**config.mk**
```make
export PLATFORM = sky130hd
export DESIGN_NAME = mms_frame_ctrl
export DESIGN_NICKNAME = d
export VERILOG_FILES = /design/src/rtl/mms_frame_ctrl.sv
export SDC_FILE = /design/constraint.sdc
export NUM_CORES = 1
export LEC_CHECK = 0
export CORE_AREA = 2 2 131 133
export DETAILED_ROUTE_END_ITERATION = 10
export DIE_AREA = 0 0 133 135
export PLACE_DENSITY = 0.49
export SLEW_MARGIN = 20
export SYNTH_ARGS = -nofsm -noshare
export SYNTH_HDL_FRONTEND = slang
export SYNTH_SLANG_ARGS = --single-unit
```
**constraint.sdc**
```tcl
create_clock -name clk -period 7.3 [get_ports clk]
set_input_delay 1.095 -clock clk [delete_from_list [all_inputs] [get_ports clk]]
set_output_delay 1.095 -clock clk [all_outputs]
set_load 0.02 [all_outputs]
```
**src/rtl/mms_frame_ctrl.sv**
```systemverilog
// Frame controller: buffers 8 handshaked samples, then returns their max or min over a valid/ready output.
// Optional `define MMS_FRAME_INDEX_EN adds out_index, the position of the winning sample.
module mms_frame_ctrl #(
   parameter int DATA_W = 8
) (
   input  logic              clk,
   input  logic              rst_n,
   input  logic              flush,
   input  logic              in_valid,
   output logic              in_ready,
   input  logic [DATA_W-1:0] in_data,
   input  logic              in_select,
   output logic              out_valid,
   input  logic              out_ready,
`ifdef MMS_FRAME_INDEX_EN
   output logic [DATA_W-1:0] out_result,
   output logic [2:0]        out_index
`else
   output logic [DATA_W-1:0] out_result
`endif
);

   typedef enum logic [1:0] {IDLE, FILL, CALC, HOLD} state_t;

   state_t            state, state_next;
   logic [2:0]        count, count_next;
   logic              sel, sel_next;
   logic              beat;
   logic [DATA_W-1:0] buffer [8];

   logic [3:0]        w1;
   logic [1:0]        w2;
   logic              w3;
   logic [DATA_W-1:0] v1 [4];
   logic [DATA_W-1:0] v2 [2];
   logic [DATA_W-1:0] v3;
`ifdef MMS_FRAME_INDEX_EN
   logic [2:0]        i1 [4];
   logic [2:0]        i2 [2];
   logic [2:0]        i3;
`endif

   // True when b should replace a; ties keep a, the lower index.
   function automatic logic wins(input logic [DATA_W-1:0] a, input logic [DATA_W-1:0] b,
                                 input logic min_sel);
      return min_sel ? (b < a) : (b > a);
   endfunction

   assign in_ready  = (state == FILL);
   assign out_valid = (state == HOLD);
   assign beat      = in_valid && in_ready && !flush;

   always_comb begin
      state_next = state;
      count_next = count;
      sel_next   = sel;
      case (state)
         IDLE: state_next = FILL;
         FILL: begin
            if (beat) begin
               count_next = count + 3'd1;
               if (count == 3'd0) sel_next = in_select;
               if (count == 3'd7) state_next = CALC;
            end
         end
         CALC: state_next = HOLD;
         HOLD: if (out_ready) state_next = IDLE;
         default: state_next = IDLE;
      endcase
      if (flush) begin
         state_next = IDLE;
         count_next = 3'd0;
      end
   end

   always_ff @(posedge clk or negedge rst_n) begin
      if (!rst_n) begin
         state <= IDLE;
         count <= 3'd0;
         sel   <= 1'b0;
      end else begin
         state <= state_next;
         count <= count_next;
         sel   <= sel_next;
      end
   end

   always_ff @(posedge clk) begin
      if (beat) buffer[count] <= in_data;
   end

   // Three-level comparator tree; the left operand always carries the lower index.
   always_comb begin
      for (int i = 0; i < 4; i++) begin
         w1[i] = wins(buffer[2*i], buffer[2*i+1], sel);
         v1[i] = w1[i] ? buffer[2*i+1] : buffer[2*i];
      end
      for (int i = 0; i < 2; i++) begin
         w2[i] = wins(v1[2*i], v1[2*i+1], sel);
         v2[i] = w2[i] ? v1[2*i+1] : v1[2*i];
      end
      w3 = wins(v2[0], v2[1], sel);
      v3 = w3 ? v2[1] : v2[0];
   end

`ifdef MMS_FRAME_INDEX_EN
   always_comb begin
      for (int i = 0; i < 4; i++) i1[i] = {2'(i), w1[i]};
      for (int i = 0; i < 2; i++) i2[i] = w2[i] ? i1[2*i+1] : i1[2*i];
      i3 = w3 ? i2[1] : i2[0];
   end
`endif

   always_ff @(posedge clk or negedge rst_n) begin
      if (!rst_n) begin
         out_result <= '0;
`ifdef MMS_FRAME_INDEX_EN
         out_index  <= 3'd0;
`endif
      end else if (state == CALC && !flush) begin
         out_result <= v3;
`ifdef MMS_FRAME_INDEX_EN
         out_index  <= i3;
`endif
      end
   end

endmodule

```
# Word-level counts from Yosys, hierarchy flattened
# Memories as Yosys holds them, arrays and structs flattened.
# Cells that the tools add are included.
# W data, S select, Z words.
dict set report word_totals {
  elab_cells 62
  regBits 14
  memories 1
  ramBits 64
  inputBits 14
}
dict set report op_classes {
  n_eq_ne 7
  n_lt_le_gt_ge 14
  add_sub_neg 1
  mux 24
  reduce_logical 11
}
# name words width read_ports rd_ports_with_merged_regs write_ports line
set mem_list {}
lappend mem_list {buffer 8 8 8 0 1 29} ;# logic [DATA_W-1:0] buffer [8];
# cell count
set ops {}
lappend ops {{$gt A8 B8 Y1} 7}
lappend ops {{$lt A8 B8 Y1} 7}
lappend ops {{$mux W8} 7}
lappend ops {{$mux W1} 9}
lappend ops {{$mux W3} 3}
lappend ops {{$ne A3 B2 Y1 const B} 3}
lappend ops {{$mux W2} 4}
lappend ops {{$pmux W2 S4} 1}
lappend ops {{$reduce_and A3 Y1} 2}
lappend ops {{$eq A2 B2 Y1 const B} 2}
lappend ops {{$reduce_bool A2 Y1} 2}
lappend ops {{$add A3 B1 Y3 const B} 1}
lappend ops {{$eq A3 B3 Y1 const B} 1}
lappend ops {{$logic_and A1 B1 Y1} 3}
lappend ops {{$logic_not A3 Y1} 1}
lappend ops {{$eq A2 B1 Y1 const B} 1}
lappend ops {{$logic_not A2 Y1} 1}
lappend ops {{$reduce_and A2 Y1} 1}
lappend ops {{$logic_not A1 Y1} 1}

# Longest topological paths before layout
dict set report depth {
  ltp_word 9
  depth_mapped 30
  depth_no_buf 27
}

# Worst setup path after synthesis
# OpenSTA, ideal clock, no wires.
dict set report synth_timing {
  path_kind {register -> register}
  from {memory buffer[1][1]}
  to {register out_result[6]}
  path_stages_with_launch 27
  path_buffers 1
  t_arrival_ps 5456
  setup_slack_ps 1718
  path_cell_list {edfxtp_1 ha_1 nor2b_1 o211ai_1 a21oi_2 a2111oi_2 mux2_4 mux2_4 inv_1 ha_1 nor2b_1 o21a_1 o21a_1 o21ba_2 a311oi_2 mux2_2 inv_1 ha_1 a21o_1 a21o_1 a21oi_1 o21ai_0 a21oi_1 or3_1 buf_1 a221oi_1 a221o_1}
}
# item line
set synth_lines {}
lappend synth_lines {{start, declared} 29}
lappend synth_lines {{end signal, assigned} 121} ;# out_result <= v3;
lappend synth_lines {{end, declared} 19} ;# output logic [DATA_W-1:0] out_result

==> metrics.md <==
| Metric | Value |
|---|---|
| Outcome | completed |
| Highest metal used | met4 |
| Vias | roughly 3,300 |
| Final core occ | 0.345 |
| Worst min path class | reg2reg |
| Area Growth Syn to Fin | 16.8% |
| Clk pin slew, worst setup/hold paths | 0.06 ns |
| Core box area | 16,400 um^2 |
| Hold Buf Count CTS | 0 |
| Layout cell share with drive strength beyond 1 | 0.105 |
| Area leader, netlist | edfxtp_1 |
| Final net count | 528 |
| Met2 WL | 5210 um |
| Via-to-Cell Ratio | 4.91 |
| VDD IR max | 0.123 mV |
| Setup CP Type | reg2reg |
| Worst-case clock buffer depth | 2 |
| Setup TNS | 0 ns |
| Reported max-cap violation count | 0 |
| Critical Path Source Type | flip-flop |
| EDFF count, synth | 64 |
| Post-route DRC violation count | 0 |
| Cell Rows | 47 |
| Synth warn | 0 |
| Routed WL | 11,200 um |
| First-pass GRT wire length | 18,000 um |
| Die area | 18,000 um^2 |
| CTS H-tree depth | 3 |
| Antenna diode count | 0 |
| Crit path DAT | 6.64 ns |
| Number of port buffers | 23 |
| Synth area leaders | edfxtp_1 (40%), ha_1 (16%), dfrtp_1 (7.2%), inv_1 (4.1%), mux2_2 (3.7%) |
| Seq/Total Area, Yosys | 0.468 |
| DR WL met3 | 408 um |
| Clock insertion delay at the later pin of the skew report | 0.34 ns |
| Vias in the first global route | ~3,300 |
| Largest net degree at the start of global routing | 23 |
| Ys flop type | edfxtp_1 |
| GPL Wtd Cong | just over 0.8 |
| Final setup viols | 0 |
| Root Driver | clkbuf_16 |
| Static Leak | roughly 2.4 nW |
| Die Y | 135 um |
| Die Span X | 133 um |
| Cell area after synthesis | between 4000 and 5000 um^2 |
| Avg Cell Area, Syn | 11.5 um^2 |
| Final Hold Viols | 0 |
| Starting DRT DRC Count | 177 |
| RSZ-0062 raised after global routing | no |
| Post-CTS Resized | 0 |
| Pre-antenna DRT Iters | 4 |
| Async set or reset register ratio after synthesis | 0.179 |
| Placed cells | between 600 and 700 |
| Syn nets | 500 |
| Skew final | 0.0105 ns |
| P per Cell Area | 333 nW/um^2 |
| Fmax | 0.156 GHz |
| Crit path time final | 6.42 ns |
| Post-synth top area share | 0.396 |
| Slew margin rel. | 0.467 |
| CTS Buf Count | 9 |
| Yosys cell types | between 40 and 50 |
| Slew Limit Fails | 0 |
| WL per Instance | about 17 um |
| DP HPWL | 8840 um |
| Synth Instances | 423 |
| Antenna Nets Post-Route | 0 |
| Ports | 24 |
| Final cycle utilization of the critical path | 0.880 |
| Critical-path maximum fanout | 22 |
| Setup Buffers After CTS | 0 |
| Grt total ovfl | 0 |
| Initial antenna violation count | 0 |
| CTS tree | built |
| Clk sinks | 78 |
| Wire length on met1 | 5340 um |
| #FFs+latches synth | 78 |
| Initial Util | 0.296 |
| Global-route usage over all layers | 0.134 |
| Worst EP required | 7.52 ns |
| Worst-Margin Slew | 0.797 ns |
| Crit path capture type | flip-flop |
| Final instance count without filler cells | 676 |
-- logic make-up (layout without fill, tap and decap cells) --
group | after synthesis | count (layout) | share of synthesized area
buffers and inverters | 59 | 92 | 0.0466
muxes | 34 | 34 | 0.0835
AOI/OAI and AO/OA | 95 | 95 | 0.143
adders and majority gates | 63 | 63 | 0.162
xor gates and xnor gates | 1 | 1 | 0.00180
and+or+nand+nor | 93 | 93 | 0.0951
DFF | 78 | 78 | 0.468
-- cells in the mapped netlist (2+ instances only) --
cell,instances
ha_1,63
a21oi_1,23
o21a_1,5
nor2b_1,8
nand3_1,2
mux2_2,16
dfrtp_1,14
o21bai_1,2
nand2_1,29
a2bb2oi_1,8
o211ai_1,4
nand4_1,14
a221oi_1,8
inv_1,53
o21ai_0,10
nand2b_1,9
or3_1,2
a21o_1,9
nor2_1,19
edfxtp_1,64
and3_1,3
buf_2,4
a22oi_1,7
nor3_1,3
mux2_4,9
a211oi_1,3
mux2i_1,9
a221o_1,8
-- cell usage in the layout, fill, tap and decap left out, drive strengths merged, types with 11 or more instances in the layout --
cell,Yosys,routed
inv,53,53
a21oi,24,24
nor2,21,21
o21ai,11,11
ha,63,63
dfrtp,14,14
clkdlybuf4s50,0,23
nand2,29,29
edfxtp,64,64
clkbuf,1,12
mux2,25,25
nand4,14,14
-- area by class of cell --
class	instances	area (um^2)
fillers	1614	10700
clock inverters	4	68.8
inverters	53	199
clock buffers	12	256
repair buffers	23	230
multi-input cells	286	2370
well taps	220	275
flip-flops and latches	78	2270
-- stage by stage --
step	hold WS (ns)	power [mW]	cell area [um^2]	setup WS, ns
after floorplan	0.538	1.18	4850	1.72
after global placement	0.513	1.39	5330	1.13
after detailed placement	0.502	1.41	5330	0.999
after CTS	0.517	1.91	5660	0.930
after global routing	0.561	2.03	5670	0.308
final	0.520	1.88	5670	0.878
-- final timing paths --
| check | end | depth (start not counted) | from | slack, ns |
|---|---|---|---|---|
| min in group asynchronous | state[1] | 1 | rst_n | 1.22 |
| worst max register to register | out_result[3] | 26 | buffer[6][1] | 0.88 |
| max in group asynchronous | out_result[4] | 1 | rst_n | 5.58 |
| worst min-delay path | out_result[1] | 1 | out_result[1] | 0.52 |
| worst min register to register | out_result[1] | 1 | out_result[1] | 0.52 |
| worst max-delay path | out_result[3] | 26 | buffer[6][1] | 0.88 |
-- registers in the layout, indices dropped and copies added (netlist names) --
register	count
buffer	64
sel	1
count	3
state	2
out_result	8
-- per-layer routing --
layer  GRT usage  vias up
met1       0.177     1604
met3      0.0244       18
met2       0.216       60
met4      0.0597        0
met5           0        -
li1            -     1636
-- where the power goes --
part | internal, mW | switching, mW | leakage [nW]
clock | 0.316 | 0.172 | 0.160
sequential | 0.517 | 0.0328 | 0.756
combinational | 0.381 | 0.466 | 1.46
total | 1.21 | 0.670 | 2.38
-- critical path, cell delays in order, from the launching register on --
cell and delay [ns]:
edfxtp_1 0.42, inv_1 0.08, ha_1 0.23, nor2b_1 0.13, o211ai_1 0.15, a21oi_1 0.09, a2111oi_1 0.32, mux2_2 0.54
nand2b_1 0.26, nand2_1 0.11, ha_1 0.24, nor2b_1 0.14, o21a_1 0.16, o21a_1 0.17, o21bai_1 0.17, a21oi_1 0.23
nor2_1 0.67, a22oi_1 0.22, ha_1 0.36, a21o_1 0.18, a21o_1 0.17, a21oi_1 0.23, o21ai_0 0.12, a21oi_1 0.19
or3_1 0.28, a221oi_1 0.10, a221o_1 0.31
Power figures use the tool's default switching activity.
